`src/rtl/rxd_pkg.sv`:
```
// rxd_pkg
//   Shared definitions for the serial word receiver:
//   - RX (bit-level) and ASM (byte-pair assembly) state encodings
//   - tick_divisor(): clocks per oversampling tick, rounded to nearest
package rxd_pkg;

  typedef enum logic [1:0] {
    RX_IDLE  = 2'd0,
    RX_START = 2'd1,
    RX_DATA  = 2'd2,
    RX_STOP  = 2'd3
  } rx_state_t;

  typedef enum logic {
    ASM_HI = 1'b0,
    ASM_LO = 1'b1
  } asm_state_t;

  // round(clk_freq / (baud * oversample)), never below 1
  function automatic int tick_divisor(input int clk_freq, input int baud, input int oversample);
    int rate;
    int div;
    rate = baud * oversample;
    div  = (clk_freq + rate / 2) / rate;
    if (div < 1) div = 1;
    return div;
  endfunction

endpackage

```
`src/rtl/uart_rx_core.sv`:
```
// uart_rx_core
//   8N1 oversampling receiver: 2-flop input synchroniser, free-running
//   oversample tick generator and the RX bit FSM.
// Ports
//   i_clk           system clock, rising edge
//   i_rst_n         asynchronous active-low reset
//   i_sdi           serial input, idle high, asynchronous to i_clk
//   o_byte_valid    1-cycle pulse: good byte available on o_byte_data
//   o_byte_data     received byte (stable while o_byte_valid is high)
//   o_framing_error 1-cycle pulse: stop bit sampled low, byte dropped
//   o_tick          oversample tick (1-cycle pulse)
module uart_rx_core
  import rxd_pkg::*;
#(
  parameter int CLK_FREQ   = 50_000_000,
  parameter int BAUD       = 115200,
  parameter int OVERSAMPLE = 16
) (
  input  logic       i_clk,
  input  logic       i_rst_n,
  input  logic       i_sdi,
  output logic       o_byte_valid,
  output logic [7:0] o_byte_data,
  output logic       o_framing_error,
  output logic       o_tick
);

  localparam int DIV  = tick_divisor(CLK_FREQ, BAUD, OVERSAMPLE);
  localparam int TW   = (DIV > 1) ? $clog2(DIV) : 1;
  localparam int CW   = $clog2(OVERSAMPLE + 2);
  localparam int HALF = OVERSAMPLE / 2;

  // Input synchroniser (idles high so reset does not look like a start bit)
  logic r_sync1, r_sync2;
  always_ff @(posedge i_clk or negedge i_rst_n) begin
    if (!i_rst_n) begin
      r_sync1 <= 1'b1;
      r_sync2 <= 1'b1;
    end else begin
      r_sync1 <= i_sdi;
      r_sync2 <= r_sync1;
    end
  end

  // Free-running tick generator
  logic [TW-1:0] r_tick_cnt;
  logic          w_tick;
  assign w_tick = (r_tick_cnt == TW'(DIV - 1));

  always_ff @(posedge i_clk or negedge i_rst_n) begin
    if (!i_rst_n)    r_tick_cnt <= '0;
    else if (w_tick) r_tick_cnt <= '0;
    else             r_tick_cnt <= r_tick_cnt + 1'b1;
  end

  // RX FSM. In START the sample counter counts from the detection tick.
  // From the start-bit mid-sample onward it counts mid-bit to mid-bit, so
  // samples OVERSAMPLE/2-1, /2, /2+1 of a bit land on counts OVERSAMPLE-1,
  // OVERSAMPLE, OVERSAMPLE+1; the bit is resolved at the last one and the
  // counter reloads with 1 (one tick past the new mid-bit).
  rx_state_t   r_state, w_state_next;
  logic [CW-1:0] r_cnt, w_cnt_next, w_cnt_inc;
  logic [2:0]  r_bit_cnt, w_bit_cnt_next;
  logic [7:0]  r_shift, w_shift_next;
  logic        r_s0, w_s0_next, r_s1, w_s1_next;
  logic        r_byte_valid, w_byte_valid_next;
  logic        r_fe, w_fe_next;
  logic        w_majority;

  assign w_cnt_inc  = r_cnt + 1'b1;
  assign w_majority = (r_s0 & r_s1) | (r_s0 & r_sync2) | (r_s1 & r_sync2);

  always_ff @(posedge i_clk or negedge i_rst_n) begin
    if (!i_rst_n) begin
      r_state      <= RX_IDLE;
      r_cnt        <= '0;
      r_bit_cnt    <= '0;
      r_shift      <= '0;
      r_s0         <= 1'b1;
      r_s1         <= 1'b1;
      r_byte_valid <= 1'b0;
      r_fe         <= 1'b0;
    end else begin
      r_state      <= w_state_next;
      r_cnt        <= w_cnt_next;
      r_bit_cnt    <= w_bit_cnt_next;
      r_shift      <= w_shift_next;
      r_s0         <= w_s0_next;
      r_s1         <= w_s1_next;
      r_byte_valid <= w_byte_valid_next;
      r_fe         <= w_fe_next;
    end
  end

  always_comb begin
    w_state_next      = r_state;
    w_cnt_next        = r_cnt;
    w_bit_cnt_next    = r_bit_cnt;
    w_shift_next      = r_shift;
    w_s0_next         = r_s0;
    w_s1_next         = r_s1;
    w_byte_valid_next = 1'b0;
    w_fe_next         = 1'b0;
    case (r_state)
      RX_IDLE: begin
        if (w_tick && !r_sync2) begin
          w_state_next = RX_START;
          w_cnt_next   = '0;
        end
      end
      RX_START: begin
        if (w_tick) begin
          if (w_cnt_inc == CW'(HALF)) begin
            if (r_sync2) begin
              w_state_next = RX_IDLE;   // glitch, silently ignored
            end else begin
              w_state_next   = RX_DATA;
              w_cnt_next     = '0;
              w_bit_cnt_next = '0;
            end
          end else begin
            w_cnt_next = w_cnt_inc;
          end
        end
      end
      RX_DATA: begin
        if (w_tick) begin
          w_cnt_next = w_cnt_inc;
          if (w_cnt_inc == CW'(OVERSAMPLE - 1)) w_s0_next = r_sync2;
          if (w_cnt_inc == CW'(OVERSAMPLE))     w_s1_next = r_sync2;
          if (w_cnt_inc == CW'(OVERSAMPLE + 1)) begin
            w_shift_next   = {w_majority, r_shift[7:1]};
            w_cnt_next     = CW'(1);
            w_bit_cnt_next = r_bit_cnt + 1'b1;
            if (r_bit_cnt == 3'd7) w_state_next = RX_STOP;
          end
        end
      end
      RX_STOP: begin
        if (w_tick) begin
          w_cnt_next = w_cnt_inc;
          if (w_cnt_inc == CW'(OVERSAMPLE)) begin
            if (r_sync2) w_byte_valid_next = 1'b1;
            else         w_fe_next         = 1'b1;
            w_state_next = RX_IDLE;
          end
        end
      end
      default: w_state_next = RX_IDLE;
    endcase
  end

  assign o_byte_valid    = r_byte_valid;
  assign o_byte_data     = r_shift;
  assign o_framing_error = r_fe;
  assign o_tick          = w_tick;

endmodule

```
`src/rtl/rxd_word_assembler.sv`:
```
// rxd_word_assembler
//   Receives 8N1 bytes and packs consecutive pairs (first byte high) into a
//   16-bit word, with a per-byte valid/taken handshake.
// Ports
//   i_clk              system clock, rising edge
//   i_rst_n            asynchronous active-low reset
//   i_sdi              serial data in, idle high
//   o_data             [15:8] first byte of pair, [7:0] second byte
//   o_data_available   [1] high byte valid, [0] low byte valid
//   i_data_taken       per-slot clear of o_data_available
//   o_framing_error    1-cycle pulse: stop bit low
//   o_overrun          1-cycle pulse: byte written into a still-valid slot
//   o_timeout          1-cycle pulse: low byte did not arrive in time
module rxd_word_assembler
  import rxd_pkg::*;
#(
  parameter int CLK_FREQ     = 50_000_000,
  parameter int BAUD         = 115200,
  parameter int OVERSAMPLE   = 16,
  parameter int TIMEOUT_BITS = 20
) (
  input  logic        i_clk,
  input  logic        i_rst_n,
  input  logic        i_sdi,
  output logic [15:0] o_data,
  output logic [1:0]  o_data_available,
  input  logic [1:0]  i_data_taken,
  output logic        o_framing_error,
  output logic        o_overrun,
  output logic        o_timeout
);

  localparam int TO_LIMIT = TIMEOUT_BITS * OVERSAMPLE;
  localparam int TOW      = $clog2(TO_LIMIT + 1);

  logic       w_byte_valid;
  logic [7:0] w_byte_data;
  logic       w_fe;
  logic       w_tick;

  uart_rx_core #(
    .CLK_FREQ  (CLK_FREQ),
    .BAUD      (BAUD),
    .OVERSAMPLE(OVERSAMPLE)
  ) u_rx (
    .i_clk          (i_clk),
    .i_rst_n        (i_rst_n),
    .i_sdi          (i_sdi),
    .o_byte_valid   (w_byte_valid),
    .o_byte_data    (w_byte_data),
    .o_framing_error(w_fe),
    .o_tick         (w_tick)
  );

  // Assembly FSM with the low-byte timeout counter
  asm_state_t     r_asm_state, w_asm_state_next;
  logic [TOW-1:0] r_to_cnt, w_to_cnt_next;
  logic           r_timeout, w_timeout_next;
  logic           r_overrun;
  logic [1:0]     w_wr;   // slot write strobes: [1] high byte, [0] low byte
  logic [1:0]     w_ovr;

  always_ff @(posedge i_clk or negedge i_rst_n) begin
    if (!i_rst_n) begin
      r_asm_state <= ASM_HI;
      r_to_cnt    <= '0;
      r_timeout   <= 1'b0;
      r_overrun   <= 1'b0;
    end else begin
      r_asm_state <= w_asm_state_next;
      r_to_cnt    <= w_to_cnt_next;
      r_timeout   <= w_timeout_next;
      r_overrun   <= |w_ovr;
    end
  end

  always_comb begin
    w_asm_state_next = r_asm_state;
    w_to_cnt_next    = r_to_cnt;
    w_timeout_next   = 1'b0;
    w_wr             = 2'b00;
    case (r_asm_state)
      ASM_HI: begin
        w_to_cnt_next = '0;   // so the timeout window starts fresh in ASM_LO
        if (w_byte_valid) begin
          w_wr[1]          = 1'b1;
          w_asm_state_next = ASM_LO;
        end
      end
      ASM_LO: begin
        if (w_byte_valid) begin
          w_wr[0]          = 1'b1;
          w_asm_state_next = ASM_HI;
        end else if (w_fe) begin
          w_asm_state_next = ASM_HI;   // resynchronise pairing on a bad frame
        end else if (w_tick) begin
          if (r_to_cnt == TOW'(TO_LIMIT - 1)) begin
            w_timeout_next   = 1'b1;
            w_asm_state_next = ASM_HI;
          end else begin
            w_to_cnt_next = r_to_cnt + 1'b1;
          end
        end
      end
      default: w_asm_state_next = ASM_HI;
    endcase
  end

  // Per-slot byte register and valid flag; a write beats a same-cycle take
  genvar gi;
  generate
    for (gi = 0; gi < 2; gi++) begin : g_slot
      logic [7:0] r_byte;
      logic       r_avail;
      always_ff @(posedge i_clk or negedge i_rst_n) begin
        if (!i_rst_n) begin
          r_byte  <= '0;
          r_avail <= 1'b0;
        end else if (w_wr[gi]) begin
          r_byte  <= w_byte_data;
          r_avail <= 1'b1;
        end else if (i_data_taken[gi]) begin
          r_avail <= 1'b0;
        end
      end
      assign w_ovr[gi]            = w_wr[gi] & r_avail & ~i_data_taken[gi];
      assign o_data[gi*8 +: 8]    = r_byte;
      assign o_data_available[gi] = r_avail;
    end
  endgenerate

  assign o_framing_error = w_fe;
  assign o_overrun       = r_overrun;
  assign o_timeout       = r_timeout;

endmodule
```
`config.mk`:
```
export PLATFORM = sky130hd
export DESIGN_NAME = rxd_word_assembler
export DESIGN_NICKNAME = d
export VERILOG_FILES = /design/src/rtl/rxd_pkg.sv /design/src/rtl/uart_rx_core.sv /design/src/rtl/rxd_word_assembler.sv
export SDC_FILE = /design/constraint.sdc
export NUM_CORES = 1
export LEC_CHECK = 0
export BUFFER_PORTS_ARGS = -buffer_cell sky130_fd_sc_hd__buf_2
export CAP_MARGIN = 20
export CORE_ASPECT_RATIO = 0.9
export CORE_MARGIN = 5
export CORE_UTILIZATION = 59
export DETAILED_ROUTE_END_ITERATION = 6
export PLACE_DENSITY = 0.79
export SYNTH_ARGS = -nofsm -noshare
export SYNTH_HDL_FRONTEND = slang
export SYNTH_SLANG_ARGS = --single-unit
```
`constraint.sdc`:
```
create_clock -name i_clk -period 3 [get_ports i_clk]
set_input_delay 0.15 -clock i_clk [delete_from_list [all_inputs] [get_ports i_clk]]
set_output_delay 0.15 -clock i_clk [all_outputs]
set_load 0.1 [all_outputs]
```
== After elaboration in Yosys (flattened, before gate mapping) ==
Cells that the tools add are included.
Widths: inputs -> output; s select.

* Multiplexer cells: 55
* Reduce and logical (&&, ||, !) cells: 14
* Equality and inequality tests: 24
* Bitwise operators: 12
* Add/subtract/negate cells: 4

{| class="wikitable"
|+ Operator list
! operator !! number
|-
| $mux 5 || 8
|-
| $mux 9 || 4
|-
| $mux 1 || 24
|-
| $pmux 5 s4 || 1
|-
| $mux 2 || 9
|-
| $ne 2x1->1 const B || 9
|-
| $pmux 9 s2 || 1
|-
| $eq 5x5->1 const B || 3
|-
| $mux 3 || 5
|-
| $add 5x1->5 const B || 2
|-
| $eq 5x4->1 const B || 2
|-
| $add 9x1->9 const B || 1
|-
| $eq 9x9->1 const B || 1
|-
| $reduce_and 3->1 || 3
|-
| $ne 2x2->1 const B || 4
|-
| $pmux 2 s4 || 1
|-
| $reduce_and 8->1 || 1
|-
| $and 1x1->1 || 7
|-
| $pmux 3 s2 || 1
|-
| $reduce_and 6->1 || 1
|-
| $reduce_bool 2->1 || 3
|-
| $reduce_and 5->1 || 1
|-
| $eq 2x2->1 const B || 2
|-
| $reduce_and 4->1 || 1
|-
| other kinds (11) || 14
|}

* Input port bits: 5
* Bits in registers: 59
* Output and inout port bits: 21

== Logic depth before layout (Yosys ltp) ==
Gate-level depths: netlist (run 1).

* Depth after elaboration: 6
* Depth in mapped cells: 8
* Mapped depth without buffers: 7

== Hierarchy ==
Synthesis (run 1) repeated with hierarchy kept, for this count alone.

* Cells, all modules: 252
* Area, all modules: 2905.3 µm²

{| class="wikitable"
|+ Modules (own cells, without submodules)
! module !! cells each !! instances !! sequential area each (µm²) !! area an instance (µm²)
|-
| uart_rx_core || 143 || 1 || 730.7 || 1565.3
|-
| rxd_word_assembler || 109 || 1 || 750.7 || 1340.0
|}

== Worst setup path before layout (run 1) ==
Ideal clock, no wire load.

* Path kind: reg2reg
* From: register u_rx.r_fe (netlist: u_rx.o_framing_error)
* To: register r_to_cnt[7]
* Period minus slack after synthesis: 2.192 ns
* Stages on the path, launching flop included: 6
* Data arrival time: 2.073 ns
* Slack: 0.808 ns
* Buffers on the path: 0
* Cells stage by stage: dfrtp_1 > or2_2 > a311oi_2 > nand4_1 > xnor2_1 > and2_1

* Word-level cells in the longest chain between the ends: 2

{| class="wikitable"
|+ Ends and longest elaborated chain
! element !! line !! source
|-
| start, declared || uart_rx_core.sv:67 || <nowiki>logic r_fe, w_fe_next;</nowiki>
|-
| start signal, assigned || uart_rx_core.sv:91 || <nowiki>r_fe <= w_fe_next;</nowiki>
|-
| $ne 2x2->1 (no source line) || n/a ||
|-
| $reduce_and 4->1 (no source line) || n/a ||
|-
| end signal, assigned || rxd_word_assembler.sv:71 || <nowiki>r_to_cnt <= w_to_cnt_next;</nowiki>
|-
| end, declared || rxd_word_assembler.sv:57 || <nowiki>logic [TOW-1:0] r_to_cnt, w_to_cnt_next;</nowiki>
|}

No other way between the ends.
A chain may end at the register's enable or synchronous reset.

== Worst setup path in the final report (run 1) ==
* From: register u_rx.r_cnt[1]
* To: register u_rx.r_shift[3] (netlist: u_rx.o_byte_data[3])

* Word-level cells in the longest chain between the ends: 3

{| class="wikitable"
|+ Ends and longest elaborated chain
! element !! line !! source
|-
| start, declared || uart_rx_core.sv:62 || <nowiki>logic [CW-1:0] r_cnt, w_cnt_next, w_cnt_inc;</nowiki>
|-
| start signal, assigned || uart_rx_core.sv:85 || <nowiki>r_cnt <= w_cnt_next;</nowiki>
|-
| $add 5x1->5 || uart_rx_core.sv:70 || <nowiki>assign w_cnt_inc = r_cnt + 1'b1;</nowiki>
|-
| $eq 5x5->1 || uart_rx_core.sv:131 || <nowiki>if (w_cnt_inc == CW'(OVERSAMPLE + 1)) begin</nowiki>
|-
| $reduce_and 3->1 (no source line) || n/a ||
|-
| end signal, assigned || uart_rx_core.sv:87 || <nowiki>r_shift <= w_shift_next;</nowiki>
|-
| end, declared || uart_rx_core.sv:64 || <nowiki>logic [7:0] r_shift, w_shift_next;</nowiki>
|}

No other way between the ends.

==> flow_summary_export.csv, run 1 <==
group,metric,value,unit
outcome,run_status,"completed",
placed_design,dpl.cell_count,325,
worst_hold_path,hp-start,"i_data_taken[1]",
floorplanning,row_count,24,
setup_path,crit_required,3.22,ns
setup_path,cp_cell_sequence,"ha_1 -> and3_2 -> a31oi_4 -> nor4_4 -> buf_4 -> mux2_2",
sta,setup_viol,0,
placed_design,place_congestion,0.896,
logic_synthesis,syn-instance-count,245,
grt,grt_pass1_wl,9080,microns
sta,finalSetupTns,0,ns
setup_path,crit_type,"reg2reg",
final_layout,nFillCells,331,
placed_design,portBuffers,25,
logic_synthesis,synthesis.area,2940,sq um
sta,hold-worst-slack,0.112,ns
logic_synthesis,synth_edf_count,0,
flow_run,maxCapViolCount,0,
grt,grt-ovfl-total,0,
setup_path,max_stage_delay,0.54,ns
logic_synthesis,synthTopCellsByCount,"55 x dfrtp_1, 24 x mux2_2, 16 x nand2_1",
setup_path,arrival,2.68,ns
clock_network,root_buffer,"clkbuf_8",
clock_network,clkTransAtPathRegs,0.06,ns
logic_synthesis,synth_nets,259,
clock_network,cts_inserted_buffers,9,
floorplanning,die-width,84.4,microns
grt,grt_pass1_vias,1914,
routing,first_pass_iters,4,
logic_synthesis,yosysSeqAreaShare,50.4,%
logic_synthesis,yosys_register_bits,59,
power_and_ir_drop,leakagePower,1.65,nW
grt,grt_max_degree,40,
clock_network,tritoncts,"built",
setup_path,critical_path.endpoint_type,"flip-flop",
setup_path,rrSetupSlack,0.54,ns
routing,wl,5160,microns
final_layout,final_cells,344,
power_and_ir_drop,powerDensity,473,nW/um^2
placed_design,dp_hpwl,3650,microns
sta,fin_worst_skew,0.00614,ns
floorplanning,initial_core_util,60.8,%
final_layout,syn2layout_area_growth,13.0,%
floorplanning,io_pins,26,
sta,fmax,0.407,GHz
sta,fin_crit_sh,82.0,%
clock_network,clock_latency,0.33,ns
setup_path,reg2reg_depth,6,
final_layout,fin_nets,288,
setup_path,r2r-end,"u_rx.o_byte_data[3]",
logic_synthesis,synth_most_common_cell,"dfrtp_1",
routing,drcViolationCount,0,
logic_synthesis,synth_cell_types,57,
clock_network,clock_sinks,59,
grt,grt_usage,17.9,%
floorplanning,coreArea,4830,sq um
logic_synthesis,synth_top_area_share,46.8,%
sta,period_minus_slack,2.46,ns
routing,ant_nets,0,
logic_synthesis,synth_area_per_cell,12.0,sq um
routing,via_per_inst,5.58,
routing,routedWlPerCell,15.0,microns
clock_network,cts_resized,0,
logic_synthesis,ys.flop_type,"dfrtp_1",
setup_path,r2r-start,"u_rx.r_cnt[1]",
logic_synthesis,yosysWarnings,0,
logic_synthesis,async_reset_ff_share,100,%
worst_hold_path,worstHoldEndpoint,"g_slot[1].r_avail",
worst_hold_path,hp-class,"in2reg",
logic_synthesis,yosysTopAreaCell,"dfrtp_1",
sta,hold_viol_final,0,
sta,relSlewSlack,44.8,%
setup_path,crit_path_start_kind,"flip-flop",
setup_path,crit_fanout,14,
worst_hold_path,min_delay_path_depth,3,
final_layout,fin_area,3320,sq um
logic_synthesis,synthTopCellsByArea,"dfrtp_1 47%, mux2_2 9.2%, ha_1 3.8%, dfstp_2 3.6%, and2_1 2.1%",
sta,worst_pin_slew,0.828,ns
placed_design,placed_cell_area,3080,sq um
final_layout,drive_gt1_share,32.3,%
routing,via_count,1919,
sta,rsz0062_at_grt,"false",
clock_network,cts_htree_levels,3,
final_layout,num_antenna_cells,0,
power_and_ir_drop,ir_drop,0.369,mV
clock_network,clk_path_buf_depth,2,
floorplanning,die_y,77.0,microns
sta,slew_violations,0,
grt,antenna_found_initial,0,
setup_path,slowest_stage,"ha_1",
floorplanning,die_area,6490,sq um
power_and_ir_drop,p_total,0.00157,W
routing,drtIter0Drc,59,
==> cells in the final DEF (no fill, tap or decap), types with 2 or more instances in the layout <==
cell	synthesis	routed
clkinv_2	0	2
nor2_1	10	10
o211ai_1	2	2
nand2b_1	2	2
nor2b_1	5	5
mux2_4	4	4
and3_1	5	5
mux2_2	24	24
and2_1	10	10
dlygate4sd3_1	0	3
a21oi_1	4	4
nand4_1	5	5
clkbuf_8	0	12
ha_1	9	9
o21ai_0	10	10
dfstp_2	4	4
a22o_1	2	2
nor3_1	4	4
inv_1	8	8
xnor2_1	7	7
buf_4	2	3
nor3b_1	2	2
buf_2	3	25
xor2_1	3	3
mux2i_1	4	4
nand3_1	7	7
nand2_1	16	16
dfrtp_1	55	55
==> timing repair <==
| action | CTS | global route |
|---|---|---|
| setup buffers | 0 | 0 |
| endpoints found under the setup margin | 0 | 0 |
| hold endpoints to repair | 40 | 0 |
| hold buffers | 3 | 0 |
==> per-layer routing <==
layer	up-vias	share of wire (%)	GRT usage, %
met5	-	0	0
met3	7	4.9	6.97
met2	39	49	28.0
met1	952	45	23.0
li1	921	-	-
met4	0	1.1	5.54
==> cells by family (layout without fill, tap and decap cells) <==
kind of cell | after synthesis | count (layout) | synth area share, %
DFF | 59 | 59 | 50.4
AOI/OAI and AO/OA | 33 | 33 | 8.47
xor gates and xnor gates | 11 | 11 | 3.53
adders and majority gates | 10 | 10 | 4.17
buffers and inverters | 21 | 55 | 4.09
and+or+nand+nor | 79 | 79 | 16.7
muxes | 32 | 32 | 12.6
==> worst max-delay path by stage <==
stage / from / endpoint / slack (ns) / cells after the start
6_report: u_rx.r_cnt[1] / u_rx.o_byte_data[3] / 0.54 / 6
5_1_grt: u_rx.r_cnt[1] / u_rx.o_byte_data[2] / 0.36 / 6
4_1_cts: u_rx.r_cnt[1] / u_rx.o_byte_data[3] / 0.54 / 6
3_5_place_dp: u_rx.r_cnt[1] / u_rx.o_byte_data[3] / 0.55 / 6
3_3_place_gp: u_rx.r_cnt[1] / u_rx.o_byte_data[0] / 0.65 / 6
2_1_floorplan: u_rx.o_framing_error / r_to_cnt[7] / 0.81 / 5
==> area by class of cell <==
| type | count | area, sq um | share of cell area [%] |
|---|---|---|---|
| Tap cell | 65 | 81.3 | 2.45 |
| Clock buffer | 12 | 165 | 4.97 |
| Timing Repair Buffer | 31 | 178 | 5.35 |
| Inverter | 8 | 30.0 | 0.904 |
| Multi-Input combinational cell | 165 | 1340 | 40.3 |
| Clock inverter | 4 | 47.5 | 1.43 |
| Sequential cell | 59 | 1480 | 44.6 |
==> where the power goes <==
| group | switching, W | internal, W | leakage, nW | total (W) |
|---|---|---|---|---|
| logic | 0.0000180 | 0.00000741 | 0.745 | 0.0000254 |
| clock network | 0.000295 | 0.000448 | 0.108 | 0.000743 |
| registers | 0.00000375 | 0.000799 | 0.793 | 0.000803 |
| total | 0.000317 | 0.00125 | 1.65 | 0.00157 |
==> sequential cells by signal, indices dropped and copies added, names as in the netlist, named ones only <==
register              cells
u_rx.r_cnt                5
u_rx.r_s1                 1
u_rx.r_bit_cnt            3
o_overrun                 1
r_asm_state               1
u_rx.o_framing_error      1
u_rx.r_state              1
u_rx.r_s0                 1
r_to_cnt                  9
g_slot.r_byte            16
u_rx.r_sync2              1
u_rx.r_tick_cnt           5
u_rx.r_sync1              1
o_timeout                 1
g_slot.r_avail            2
u_rx.o_byte_valid         1
u_rx.o_byte_data          8
==> critical path: cells and delay by family (launching register included) <==
kind / cells / cell delay [ns]
muxes: 1 / 0.36
adders and majority gates: 1 / 0.54
and+or+nand+nor: 2 / 0.56
buffers and inverters: 1 / 0.26
AOI/OAI and AO/OA: 1 / 0.12
DFF: 1 / 0.50
==> through the flow <==
| stage | worst slack [ns] | utilization (%) |
|---|---|---|
| final | 0.540 | 68.7 |
| after global routing | 0.365 | 68.7 |
| after CTS | 0.540 | 68.7 |
| after detailed placement | 0.551 | 63.7 |
| after global placement | 0.649 | 63.7 |
| after floorplan | 0.808 | - |
Power figures use the tool's default switching activity.
==> run 2: changes to the inputs <==
Settings changed: CORE_UTILIZATION 59 to 53, PLACE_DENSITY 0.79 to 0.75.
Clock period 3 ns to 2.05 ns, I/O delays scaled along.
==> run 2 against run 1 <==
Combinational power increased by 67%. Via count increased by 8.1%. Critical path depth increased by 2. First-iteration DRC count increased by 93%. Utilization decreased by 0.19 points. Fmax increased by 20%. Sequential cell count unchanged. Setup slack got worse by 0.54 ns. Clock skew increased by 0.0068 ns. Non-clock buffer count increased by 22. Routed wire length increased by 20%. Cell area increased by 9.7%. Critical path type unchanged. Highest routed layer unchanged.
==> flow_summary_export.csv, run 2 (synthesis results as in run 1) <==
group,metric,value,unit
final_layout,final_common_cell,"dfrtp_1",
floorplanning,die-width,88.5,microns
final_layout,regMostFlops,"g_slot.r_byte",
clock_network,root_buffer,"clkbuf_8",
worst_hold_path,hp-class,"in2reg",
power_and_ir_drop,ir_drop,0.659,mV
floorplanning,initial_core_util,55.3,%
final_layout,post-route-util,68.5,%
sta,slew_violations,0,
clock_network,clock_latency,0.34,ns
sta,hold-worst-slack,0.0354,ns
worst_hold_path,min_delay_path_depth,3,
routing,drtIter0Drc,114,
sta,fin_worst_skew,0.0129,ns
routing,wl,6170,microns
grt,grt_pass1_vias,2013,
floorplanning,die_area,7140,sq um
power_and_ir_drop,p_total,0.00252,W
sta,fmax,0.488,GHz
grt,grt_usage,18.7,%
routing,ant_nets,0,
placed_design,portBuffers,25,
sta,period_minus_slack,2.05,ns
final_layout,fin_nets,310,
floorplanning,coreArea,5320,sq um
floorplanning,die_y,80.6,microns
setup_path,reg2reg_depth,8,
outcome,run_status,"completed",
setup_path,arrival,2.28,ns
final_layout,final_cell_mix,"51 x dfrtp_1, 25 x buf_2, 20 x mux2_2, 18 x buf_4, 16 x nand2_1",
routing,drcViolationCount,0,
final_layout,drive_gt1_share,40.2,%
sta,fin_crit_sh,100,%
setup_path,rrSetupSlack,0.0009,ns
clock_network,clkTransAtPathRegs,0.07,ns
routing,via_count,2074,
power_and_ir_drop,powerDensity,693,nW/um^2
final_layout,regArea,1490,sq um
setup_path,critical_path.endpoint_type,"flip-flop",
floorplanning,row_count,25,
clock_network,cts_htree_levels,3,
sta,worst_pin_slew,0.550,ns
clock_network,clock_sinks,59,
grt,grt-ovfl-total,0,
sta,setup_ws,0.000947,ns
routing,via_per_inst,5.64,
grt,grt_pass1_wl,10100,microns
final_layout,num_antenna_cells,0,
setup_path,crit_path_start_kind,"flip-flop",
final_layout,nFillCells,372,
placed_design,pre_cts_ws,0.0695,ns
sta,setup_viol,0,
final_layout,largest_reg_flops,16,
clock_network,clk_path_buf_depth,2,
setup_path,crit_required,2.28,ns
setup_path,crit_type,"reg2reg",
setup_path,r2r-end,"u_rx.o_byte_data[1]",
final_layout,syn2layout_area_growth,23.9,%
placed_design,placed_cell_area,3190,sq um
routing,routedWlPerCell,16.8,microns
sta,rsz0062_at_grt,"true",
placed_design,dp_hpwl,3940,microns
clock_network,tritoncts,"built",
final_layout,multi_input_area,1390,sq um
floorplanning,io_pins,26,
sta,hold_viol_final,0,
worst_hold_path,hp-start,"i_data_taken[1]",
placed_design,place_congestion,0.850,
setup_path,r2r-start,"u_rx.r_cnt[1]",
grt,grt_max_degree,60,
worst_hold_path,worstHoldEndpoint,"g_slot[1].r_avail",
setup_path,crit_fanout,7,
power_and_ir_drop,leakagePower,1.79,nW
clock_network,cts_inserted_buffers,9,
sta,relSlewSlack,63.3,%
final_layout,fin_area,3640,sq um
flow_run,maxCapViolCount,0,
grt,antenna_found_initial,0,
routing,first_pass_iters,4,
==> run 2: cell types whose count changed in the layout (fill, tap and decap cells not counted), moves of 3 or more <==
cell | before | now
buf_4 | 3 | 18
buf_6 | 0 | 4
clkbuf_8 | 12 | 9
dfrtp_1 | 55 | 51
dfrtp_2 | 0 | 4
mux2_2 | 24 | 20
mux2_4 | 4 | 8
==> run 2: cell type report <==
| class | count | share of cell area [%] |
|---|---|---|
| flip-flops and latches | 59 | 40.8 |
| multi-input cells | 165 | 38.3 |
| inverters | 8 | 0.824 |
| clock buffers | 9 | 3.40 |
| repair buffers | 53 | 11.0 |
| clock inverters | 7 | 3.40 |
| well taps | 67 | 2.30 |
==> run 2: stage by stage <==
| stage | setup TNS (ns) | instances |
|---|---|---|
| 2_1_floorplan | 0 | 245 |
| 5_1_grt | -0.469 | 368 |
| 6_report | 0 | 368 |
| 3_5_place_dp | 0 | 338 |
| 4_1_cts | 0 | 357 |
| 3_3_place_gp | 0 | 338 |
==> run 2: critical path, cell delays in order (launching register included) <==
cell and delay, ns:
dfrtp_2 0.46, inv_2 0.09, ha_4 0.14, nor4b_4 0.23, a31oi_4 0.08, nor4_4 0.31
clkbuf_16 0.19, buf_12 0.13, mux2_4 0.30
==> run 2: timing repair <==
action	in CTS	in global routing
hold endpoints to repair	57	0
setup endpoints to repair	0	11
resized for setup	0	21
hold buffers	3	0
buffers inserted	0	11
==> run 2: layer usage <==
layer	vias to the layer above	track usage, %	share of wire, %
met5	-	0	0
met4	0	6.80	1.8
met3	13	5.95	5.5
met2	68	26.8	49
met1	1031	26.3	44
li1	962	-	-
==> run 2: worst max path at each step <==
stage / end / from / cells after the start / slack, ns
finish: u_rx.o_byte_data[1] / u_rx.r_cnt[1] / 8 / 0.0009
CTS: u_rx.o_byte_data[1] / u_rx.r_tick_cnt[0] / 7 / 0.03
global placement: u_rx.o_byte_data[1] / u_rx.r_tick_cnt[0] / 7 / 0.15
floorplan: u_rx.o_byte_data[4] / u_rx.r_cnt[0] / 7 / 0.006
detailed placement: u_rx.o_byte_data[1] / u_rx.r_tick_cnt[0] / 7 / 0.07
global route: u_rx.o_byte_data[3] / u_rx.r_cnt[0] / 8 / -0.06
==> run 2: report_power, final <==
group	internal, W	leakage [nW]	switching, W
Combinational	0.0000149	0.880	0.0000276
Sequential	0.00117	0.786	0.00000619
Clock	0.000815	0.120	0.000493
